### src/rtl/smp8_pkg.sv
// smp8_pkg: shared types and constants for the SMP8 data-memory arbiter
package smp8_pkg;
  typedef enum logic {ARB = 1'b0, HLOCK = 1'b1} arb_state_t;
  localparam int SMP8_DMEM_AW = 4;
  localparam int SMP8_DW = 8;
  localparam logic OWN_CPU = 1'b0;
  localparam logic OWN_HOST = 1'b1;
endpackage

### src/rtl/smp8_dmem_arbiter_sat_counter.sv
// smp8_sat_counter: saturating up-counter; clr restarts at 0, or at 1 when inc is also high
module smp8_sat_counter #(
  parameter int W = 4,
  parameter int LIMIT = 15
) (
  input  logic         clk,
  input  logic         reset,
  input  logic         clr,
  input  logic         inc,
  output logic [W-1:0] cnt
);
  always_ff @(posedge clk or posedge reset)
    if (reset) cnt <= '0;
    else if (clr) cnt <= inc ? W'(1) : '0;
    else if (inc && cnt != W'(LIMIT)) cnt <= cnt + W'(1);
endmodule

### src/rtl/smp8_dmem_arbiter.sv
// smp8_dmem_arbiter: CPU/host arbiter for the SMP8 16x8 data memory port.
// SMP8_ARB_ROUND_ROBIN_EN selects alternating priority instead of CPU priority with starvation escape.
module smp8_dmem_arbiter
  import smp8_pkg::*;
#(
  parameter int HOST_MAX_WAIT = 4,
  parameter int LOCK_MAX = 8
) (
  input  logic                    clk,
  input  logic                    reset,
  input  logic                    cpu_req,
  input  logic                    cpu_we,
  input  logic [SMP8_DMEM_AW-1:0] cpu_addr,
  input  logic [SMP8_DW-1:0]      cpu_wdata,
  output logic                    cpu_gnt,
  output logic                    cpu_stall,
  input  logic                    host_req,
  input  logic                    host_we,
  input  logic [SMP8_DMEM_AW-1:0] host_addr,
  input  logic [SMP8_DW-1:0]      host_wdata,
  input  logic                    host_lock,
  output logic                    host_gnt,
  output logic [SMP8_DW-1:0]      rdata,
  output logic                    rvalid,
  output logic                    rsrc,
  output logic                    mem_we,
  output logic [SMP8_DMEM_AW-1:0] mem_addr,
  output logic [SMP8_DW-1:0]      mem_wd,
  input  logic [SMP8_DW-1:0]      mem_rd
);
  arb_state_t state, state_nx;
  logic [3:0] lock_cnt, lock_nx;
  logic cpu_pri, host_turn, grant, win_we, max_hit;

`ifdef SMP8_ARB_ROUND_ROBIN_EN
  logic rr_host;
  always_ff @(posedge clk or posedge reset)
    if (reset) rr_host <= 1'b0;
    else if (state == ARB && cpu_req && host_req) rr_host <= cpu_gnt;
  assign host_turn = rr_host;
`else
  logic [3:0] wait_cnt;
  smp8_sat_counter #(.W(4), .LIMIT(HOST_MAX_WAIT)) u_wait (
    .clk(clk), .reset(reset),
    .clr(~host_req | host_gnt), .inc(host_req & ~host_gnt),
    .cnt(wait_cnt)
  );
  assign host_turn = (wait_cnt == 4'(HOST_MAX_WAIT));
`endif

  // lock_cnt is held at 0 in ARB and loads 1 on the grant that opens a burst
  smp8_sat_counter #(.W(4), .LIMIT(LOCK_MAX)) u_lock (
    .clk(clk), .reset(reset),
    .clr(state == ARB), .inc(host_gnt & host_lock),
    .cnt(lock_cnt)
  );

  // grants are suppressed during reset so an access coinciding with reset is dropped
  always_comb begin
    host_gnt = ~reset & host_req & ((state == HLOCK) | ~cpu_req | (~cpu_pri & host_turn));
    cpu_gnt = ~reset & cpu_req & ~host_gnt;
    grant = cpu_gnt | host_gnt;
    win_we = host_gnt ? host_we : cpu_we;
    mem_we = win_we & grant;
    mem_addr = host_gnt ? host_addr : cpu_gnt ? cpu_addr : '0;
    mem_wd = host_gnt ? host_wdata : cpu_gnt ? cpu_wdata : '0;
    lock_nx = (state == HLOCK) ? lock_cnt + 4'd1 : 4'd1;
    max_hit = host_gnt & host_lock & (lock_nx == 4'(LOCK_MAX));
    state_nx = (host_gnt & host_lock & ~max_hit) ? HLOCK : ARB;
  end

  assign cpu_stall = cpu_req & ~cpu_gnt;

  always_ff @(posedge clk or posedge reset)
    if (reset) begin
      state <= ARB;
      cpu_pri <= 1'b0;
      rdata <= '0;
      rvalid <= 1'b0;
      rsrc <= OWN_CPU;
    end else begin
      state <= state_nx;
      cpu_pri <= max_hit;
      rvalid <= grant & ~win_we;
      if (grant & ~win_we) begin
        rdata <= mem_rd;
        rsrc <= host_gnt ? OWN_HOST : OWN_CPU;
      end
    end
endmodule

### config.mk
export PLATFORM = sky130hd
export DESIGN_NAME = smp8_dmem_arbiter
export DESIGN_NICKNAME = d
export VERILOG_FILES = /design/src/rtl/smp8_pkg.sv /design/src/rtl/smp8_dmem_arbiter_sat_counter.sv /design/src/rtl/smp8_dmem_arbiter.sv
export SDC_FILE = /design/constraint.sdc
export NUM_CORES = 1
export LEC_CHECK = 0
export BUFFER_PORTS_ARGS = -buffer_cell sky130_fd_sc_hd__buf_2
export CAP_MARGIN = 20
export CORE_ASPECT_RATIO = 0.5
export CORE_MARGIN = 4
export CORE_UTILIZATION = 40
export CTS_BUF_LIST = sky130_fd_sc_hd__clkbuf_4
export DETAILED_ROUTE_END_ITERATION = 16
export MAX_ROUTING_LAYER = met4
export PLACE_DENSITY = 0.83
export SYNTH_ARGS = -nofsm -noshare
export SYNTH_HDL_FRONTEND = slang
export SYNTH_SLANG_ARGS = --single-unit
### constraint.sdc
create_clock -name clk -period 2.4 [get_ports clk]
set_clock_uncertainty 0.1 [all_clocks]
set_input_delay 0.48 -clock clk [delete_from_list [all_inputs] [get_ports clk]]
set_output_delay 0.48 -clock clk [all_outputs]
set_load 0.02 [all_outputs]
After elaboration in Yosys (flattened, before gate mapping) --
Cells that the tools add are included.
Cells by class: add/subtract/negate cells 2, eq/ne operators 5, multiplexer cells 14, bitwise gates (word level) 24, reductions and logical operators 3
Operators with widths (number):
- 4-bit 2-to-1 mux | 7
- 8-bit 2-to-1 mux | 2
- 1-bit bitwise AND | 12
- 4-bit by 1-bit adder with 4-bit output (second input constant) | 2
- 1-bit inverter | 8
- 1-bit 2-to-1 mux | 5
- 4-bit by 3-bit equality test with 1-bit output (second input constant) | 1
- 4-bit equality test (second input constant) | 1
- 4-bit by 3-bit inequality test with 1-bit output (second input constant) | 1
- 4-bit inequality test (second input constant) | 1
- 1-bit OR | 4
- 1-bit logical AND | 2
- 2-bit by 1-bit inequality test with 1-bit output (second input constant) | 1
- 2-bit nonzero test | 1
Storage, ports and cells: register bits after elaboration 20, bits of input ports 39, output and inout bits 26, logic and storage cells 55

Longest topological paths before layout --
Gate-level depths: netlist of run 1.
depth in word-level cells 9, depth in mapped cells 8, mapped depth without buffers 7

By module --
A second synthesis of run 1 with hierarchy kept.
Unflattened totals: cells, all modules 109, area total of the unflattened synthesis 1204.9 sq um
Modules (own cells, without submodules):
- smp8_dmem_arbiter | instances 1, cells an instance 62, area an instance 735.7 sq um, sequential area each 300.3 sq um
- smp8_sat_counter (u_wait) | instances 1, cells an instance 24, area an instance 236.5 sq um, sequential area each 100.1 sq um
- smp8_sat_counter (u_lock) | instances 1, cells an instance 23, area an instance 232.7 sq um, sequential area each 100.1 sq um

Worst setup path after synthesis of run 1 --
No wires, ideal clock.
path type register to output, start point register u_wait.cnt[0], end point output mem_we, data arrival time 1.882 ns, slack -0.062 ns, stages on the path, launching flop included 8, path buffers 1, cell sequence dfrtp_1 inv_1 ha_1 and4bb_2 o21ai_2 inv_2 buf_6 o21ai_0
On the way: longest elaborated chain between the ends 8
Ends and longest elaborated chain:
- start: declaration | line smp8_dmem_arbiter_sat_counter.sv:10 | output logic [W-1:0] cnt
- start signal: assignment | line smp8_dmem_arbiter_sat_counter.sv:14 | else if (clr) cnt <= inc ? W'(1) : '0;
- start signal: assignment | line smp8_dmem_arbiter_sat_counter.sv:15 | else if (inc && cnt != W'(LIMIT)) cnt <= cnt + W'(1);
- 4-bit by 3-bit equality test with 1-bit output (*) | line smp8_dmem_arbiter.sv:48 | assign host_turn = (wait_cnt == 4'(HOST_MAX_WAIT));
- 1-bit bitwise AND (*) | line smp8_dmem_arbiter.sv:60 | host_gnt = ~reset & host_req & ((state == HLOCK) | ~cpu_req | (~cpu_pri & host_turn));
- 1-bit OR (*) | line smp8_dmem_arbiter.sv:60
- 1-bit bitwise AND (*) | line smp8_dmem_arbiter.sv:60
- named net host_gnt | line smp8_dmem_arbiter.sv:22 | output logic host_gnt,
- 1-bit inverter | line smp8_dmem_arbiter.sv:61 | cpu_gnt = ~reset & cpu_req & ~host_gnt;
- 1-bit bitwise AND | line smp8_dmem_arbiter.sv:61
- 1-bit OR | line smp8_dmem_arbiter.sv:62 | grant = cpu_gnt | host_gnt;
- 1-bit bitwise AND (*) | line smp8_dmem_arbiter.sv:64 | mem_we = win_we & grant;
- end: declaration | line smp8_dmem_arbiter.sv:26 | output logic mem_we,
Mark *: on every way through the listed nets, which the timed path passes. The rest lies on a longest branch.

Worst setup path in the final report of run 1 --
start point register u_wait.cnt[1], end point output mem_wd[3]
On the way: longest elaborated chain between the ends 8
Ends and longest elaborated chain:
- 4-bit by 3-bit equality test with 1-bit output (*) | line smp8_dmem_arbiter.sv:48
- 1-bit bitwise AND (*) | line smp8_dmem_arbiter.sv:60
- 1-bit OR (*) | line smp8_dmem_arbiter.sv:60
- 1-bit bitwise AND (*) | line smp8_dmem_arbiter.sv:60
- 1-bit inverter | line smp8_dmem_arbiter.sv:61
- 1-bit bitwise AND | line smp8_dmem_arbiter.sv:61
- 8-bit 2-to-1 mux | line smp8_dmem_arbiter.sv:66 | mem_wd = host_gnt ? host_wdata : cpu_gnt ? cpu_wdata : '0;
- 8-bit 2-to-1 mux (*) | line smp8_dmem_arbiter.sv:66
- end: declaration | line smp8_dmem_arbiter.sv:28 | output logic [SMP8_DW-1:0] mem_wd,
Every way passes the cells marked *; elsewhere a longest branch is shown, timed or not.

==> metrics.md, run 1 <==
| Metric | Value |
|---|---|
| Max-Cap Viols | 0 |
| Worst Hold Class | in -> async |
| Root buffer cell | clkbuf_4 |
| Final HPWL DP | 2360 um |
| Die ar. | 0.00385 sq mm |
| Top cell type's share of synthesized area | 0.435 |
| Req. time, crit path | 1.82 ns |
| Synthesized netlist cell count | 106 |
| Synth top area cells | dfrtp_1 (43%), a22o_1 (9.1%), mux2_2 (7.8%), ha_1 (4.3%), o21ai_0 (3.5%) |
| Worst Setup Start Kind | register |
| Antenna violations before repair | 0 |
| Pwr Total | 0.000882 W |
| Critical path data arrival time | 1.90 ns |
| Clock Path Buffers | 2 |
| Pwr/cell area | 513 mW/mm^2 |
| Post-synthesis simple-gate area fraction | 0.137 |
| Setup Crit Path Kind | reg -> out |
| Clk sinks | 20 |
| FFs w/ async S/R, synth | 1.00 |
| Top-count cell post-synth | dfrtp_1 |
| Worst Max-Slew Pin Slew | 0.344 ns |
| Wire per inst | 15.3 um |
| RSZ-0062 raised after global routing | true |
| CTS tree | built |
| Clock buffer count from CTS | 3 |
| Lkg Pwr | 0.839 nW |
| Status | complete, but fails checks |
| DRC violations left | 0 |
| Remaining Overflow, GRT | 0 |
| Yosys top cell by area | dfrtp_1 |
| Clock Latency Late Sink | 0.30 ns |
| Largest family of logic cells by synthesized area | compound AO/OA/AOI/OAI gates |
| Slew Viols, Final | 0 |
| Die W | 83.9 um |
| Largest net degree at the start of global routing | 22 |
| H-tree depth | 1 |
| Core region area | 0.00267 sq mm |
| First-pass GRT wire length | 5270 um |
| Cell variety after synth | 33 |
| Final setup violation count | 13 |
| Post-synthesis net count | 149 |
| Reg clk slew, reported paths | 0.11 ns |
| Final WL | 3330 um |
| Post-synth EDFFs | 0 |
| Hold buffer count at CTS | 0 |
| Violated checks | setup timing |
| PortBufs | 64 |
| IO Pins | 65 |
| Crit-path max FO | 7 |
| Rel. slew slack | 0.770 |
| Synth Area in Adders | 0.0435 |
| #FFs+latches synth | 20 |
| Cell total after placement | 210 |
| Min cycle time layout | 2.48 ns |
| Via-to-Cell Ratio | 5.19 |
| Drt pass-1 iters | 4 |
| Final Hold Viols | 0 |
| Gr usage total | 0.183 |
| Avg Inst Size Synth | 10.9 sq um |
| Synth Warn # | 0 |
| VDD IR max | 0.334 mV |
| Area delta synth->final | 49.3% |
| Final worst setup slack | -0.0793 ns |
| Diodes inserted | 0 |
| Synth Area in Compound Gates | 0.234 |
| GP Congestion | 0.738 |
| Post-synth top cells | dfrtp_1 (20), a22o_1 (12), mux2_2 (8), o21ai_0 (8), inv_1 (7) |
| Post-synthesis sequential area ratio | 0.435 |
| Initial Util | 0.432 |
| Period utilization | 1.03 |
| Vias in the first global route | 1,130 |
| Mux share of post-synthesis cell area | 0.0783 |
| DR iter-0 viols | 25 |
| Post-synth top flop | dfrtp_1 |
| Setup crit end kind | output port |
| Placed cell area | 0.00154 sq mm |
| Die Y-Extent | 45.9 um |
| Final Cell Area | 0.00172 sq mm |
| XOR/XNOR Fraction of Synth Area | 0.0304 |
| Row cnt | 13 |
| Post-Syn Area | 0.00115 sq mm |
| Vias | 1,131 |
| Antenna-violating nets left | 0 |
| Share of layout cells above drive strength 1 | 0.530 |
| Fmax | 403 MHz |
| Nets | 225 |
| Non-Filler Instances | 218 |
| Post-layout util | 0.644 |
## critical path, stage by stage (launching register included)
cell and delay, ns:
dfrtp_1 0.40, inv_2 0.08, ha_4 0.13, and4bb_4 0.31, o21ai_2 0.07, and2_4 0.14
buf_6 0.13, a22o_1 0.20, buf_6 0.14
## cell families (layout without fill, tap and decap cells)
group / Yosys count / count (layout)
adders and majority gates: 4 / 4
and+or+nand+nor: 28 / 28
muxes: 8 / 8
xor gates and xnor gates: 4 / 4
AOI/OAI and AO/OA: 32 / 32
buffers and inverters: 10 / 85
DFF: 20 / 20
## power by group
| part | leakage, nW | total, W | internal (W) | switching (W) |
|---|---|---|---|---|
| Sequential | 0.257 | 0.000400 | 0.000377 | 0.0000226 |
| Combinational | 0.566 | 0.000322 | 0.000150 | 0.000172 |
| Clock | 0.0154 | 0.000159 | 0.0000606 | 0.0000989 |
## per-stage QoR
stage / setup TNS (ns) / setup WS, ns / hold slack [ns]
floorplan: 0 / 0.0963 / 0.350
global placement: 0 / 0.131 / 0.364
detailed placement: 0 / 0.0801 / 0.386
CTS: -0.460 / -0.0421 / 0.105
global route: -1.42 / -0.128 / 0.125
finish: -0.701 / -0.0793 / 0.111
## placed cells by master (no fill, tap or decap), drive strengths merged, types with 2 or more instances in the layout
cell type	instances
buf	73
dfrtp	20
a22o	12
o21ai	10
mux2	8
inv	8
nor2	6
nand2	5
a21oi	4
ha	4
nand3	3
clkbuf	3
nor2b	3
nor3	2
xor2	2
or4	2
xnor2	2
a21boi	2
## path summary, 6_finish.rpt
path                                    start            end  slack [ns]  depth (start not counted)
worst min register to register           rsrc           rsrc        0.41                          2
min in group clk                    mem_rd[7]       rdata[7]        0.30                          2
worst min-delay path                    reset  u_lock.cnt[3]        0.11                          3
max in group asynchronous               reset  u_wait.cnt[0]        1.87                          3
worst max register to register  u_wait.cnt[1]       rdata[2]        0.43                          7
worst max-delay path            u_wait.cnt[1]      mem_wd[3]       -0.08                          8
## metal layers
layer | routed length (um) | GRT usage | share of wire
met1 | 1400 | 0.191 | 0.42
met2 | 1760 | 0.355 | 0.53
met3 | 145 | 0.0433 | 0.044
met4 | 34 | 0.0545 | 0.010
met5 | 0 | - | 0
## sequential cells by signal, indices dropped and copies added, names as in the netlist
signal,flops
u_wait.cnt,4
rdata,8
state,1
cpu_pri,1
rsrc,1
rvalid,1
u_lock.cnt,4
## final cells by class
type                       instances  area [sq um]
tap                               37          46.3
timing repair buffer              73           477
sequential                        20           500
multi-input combinational         76           634
inverter                           8          35.0
clock buffer                       3          22.5
clock inverter                     1          3.75
fill                             226           948
## timing repair
item                                    in CTS  in global routing
endpoints found under the setup margin      16                 14
gates cloned                                 1                  0
setup buffers                                2                  1
resized for setup                           40                  2
pin swaps                                    2                  1
(Power assumes the default switching activity.)
==> run 2, diff against run 1 <==
--- a/config.mk
+++ b/config.mk
@@ -5,15 +5,15 @@
 export SDC_FILE = /design/constraint.sdc
 export NUM_CORES = 1
 export LEC_CHECK = 0
-export BUFFER_PORTS_ARGS = -buffer_cell sky130_fd_sc_hd__buf_2
 export CAP_MARGIN = 20
 export CORE_ASPECT_RATIO = 0.5
 export CORE_MARGIN = 4
 export CORE_UTILIZATION = 40
 export CTS_BUF_LIST = sky130_fd_sc_hd__clkbuf_4
 export DETAILED_ROUTE_END_ITERATION = 16
+export DONT_BUFFER_PORTS = 1
 export MAX_ROUTING_LAYER = met4
-export PLACE_DENSITY = 0.83
+export PLACE_DENSITY = 0.63
 export SYNTH_ARGS = -nofsm -noshare
 export SYNTH_HDL_FRONTEND = slang
 export SYNTH_SLANG_ARGS = --single-unit
==> constraint.sdc (replaced) <==
create_clock -name clk -period 3.18 [get_ports clk]
set_clock_uncertainty 0.1 [all_clocks]
set_input_delay 0.636 -clock clk [delete_from_list [all_inputs] [get_ports clk]]
set_output_delay 0.636 -clock clk [all_outputs]
set_load 0.02 [all_outputs]
==> run 2 against run 1 <==
Effect of this change:
- the run now ends clean
- via count decreased by 28%
- first-iteration DRC count increased by 24%
- core utilization decreased by 19 points
- combinational power decreased by 69%
- final cell count decreased by 33%
- largest power group unchanged
- highest routed layer unchanged
- power decreased by 37%
==> metrics.md, run 2 (synthesis results as in run 1) <==
| Metric | Value |
|---|---|
| Setup_tns | 0 ns |
| Wire per inst | 15.5 um |
| Commonest cells after routing, fill and taps aside | dfrtp_1 (20), a22o_1 (12), mux2_2 (8), o21ai_0 (8), inv_1 (7) |
| PostCTS Resize Cnt | 0 |
| Critical path data arrival time | 2.08 ns |
| Remaining Overflow, GRT | 0 |
| Via-to-Cell Ratio | 5.52 |
| Area delta synth->final | 6.30% |
| Most common library cell in the layout ignoring fill and taps | dfrtp_1 |
| Setup crit end kind | output port |
| Drt pass-1 iters | 4 |
| Pwr/cell area | 452 mW/mm^2 |
| RSZ-0062 raised after global routing | false |
| GP Congestion | 0.744 |
| Nets | 155 |
| Worst Hold Class | in -> async |
| Biggest regs | rdata (8), u_lock.cnt (4), u_wait.cnt (4) |
| Max-Cap Viols | 0 |
| Lkg Pwr | 0.514 nW |
| CP max stage cell | dfrtp_1 |
| Vias in the first global route | 813 |
| DR iter-0 viols | 31 |
| IO Pins | 65 |
| VDD IR max | 0.341 mV |
| Non-Filler Instances | 147 |
| Largest net degree at the start of global routing | 22 |
| Gr usage total | 0.123 |
| Critical path's largest stage delay | 0.42 ns |
| Final Cell Area | 0.00122 sq mm |
| Core region area | 0.00267 sq mm |
| Post-CTS setup buffers | 0 |
| Root buffer cell | clkbuf_4 |
| Antenna violations before repair | 0 |
| Slew Viols, Final | 0 |
| Post-layout util | 0.459 |
| Die W | 83.9 um |
| CP cell instances | inv_1 -> ha_1 -> and4bb_2 -> o21ai_2 -> inv_2 -> o21ai_0 -> buf_4 |
| H-tree depth | 1 |
| CTS tree | built |
| PortBufs | 0 |
| Die Y-Extent | 45.9 um |
| Status | completed |
| Final HPWL DP | 1890 um |
| Clock Latency Late Sink | 0.29 ns |
| Initial Util | 0.432 |
| Final Hold Viols | 0 |
| First-pass GRT wire length | 3640 um |
| Setup Crit Path Kind | reg -> out |
| Cell total after placement | 144 |
| Hold buffer count at CTS | 0 |
| Crit-path max FO | 16 |
| Clock buffer count from CTS | 3 |
| Antenna-violating nets left | 0 |
| Clk sinks | 20 |
| Worst Max-Slew Pin Slew | 0.396 ns |
| Final setup violation count | 0 |
| Row cnt | 13 |
| Diodes inserted | 0 |
| Vias | 812 |
| Period utilization | 0.885 |
| DRC violations left | 0 |
| Reg clk slew, reported paths | 0.10 ns |
| Rel. slew slack | 0.735 |
| Final WL | 2280 um |
| Worst Setup Start Kind | register |
| Max FFs per register | 8 |
| Clock Path Buffers | 2 |
| Req. time, crit path | 2.44 ns |
| Placed cell area | 0.00120 sq mm |
| Share of layout cells above drive strength 1 | 0.182 |
| Hold WS | 0.147 ns |
| Largest Register | rdata |
| Min cycle time layout | 2.81 ns |
| Die ar. | 0.00385 sq mm |
| Fmax | 355 MHz |
## run 2: final cells by class
| cell class | count | area [sq um] |
|---|---|---|
| multi-input cells | 76 | 602 |
| inverters | 8 | 30.0 |
| clock buffers | 3 | 22.5 |
| repair buffers | 3 | 22.5 |
| well taps | 37 | 46.3 |
| fillers | 253 | 1440 |
| flip-flops and latches | 20 | 500 |
## run 2: where the power goes
group	total, W	switching, W	leakage (nW)	internal (W)
sequential	0.000341	0.0000563	0.257	0.000285
combinational	0.000100	0.0000568	0.242	0.0000432
clock	0.000112	0.0000682	0.0138	0.0000440
## run 2: path summary, 6_finish.rpt
path	start	endpoint	slack, ns	cells after the start
max	u_wait.cnt[0]	mem_we	0.37	7
min in group clk	host_we	rsrc	0.36	1
min	reset	u_lock.cnt[0]	0.15	2
max in group asynchronous	reset	rdata[2]	2.62	2
min reg2reg	u_wait.cnt[3]	u_wait.cnt[3]	0.47	2
max reg2reg	u_wait.cnt[0]	rdata[2]	1.20	6
## run 2: through the flow
step                worst slack [ns]  power, W
finish                         0.367  0.000553
global route                   0.161  0.000587
CTS                            0.333  0.000563
detailed placement             0.672  0.000449
global placement               0.708  0.000446
floorplan                      0.562  0.000429
## run 2: worst max-delay path, delay by kind of cell (launching register included)
| family | cells | cell delay [ns] |
|---|---|---|
| flops | 1 | 0.42 |
| simple gates | 1 | 0.29 |
| buf+inv | 3 | 0.42 |
| fa+ha+maj | 1 | 0.22 |
| compound gates | 2 | 0.44 |
## run 2: per-layer routing
layer	track usage	vias to the layer above	wire length [um]
met2	0.204	46	1080
met4	0.0321	0	17
li1	-	392	-
met1	0.149	372	978
met3	0.0379	2	204
met5	-	-	0
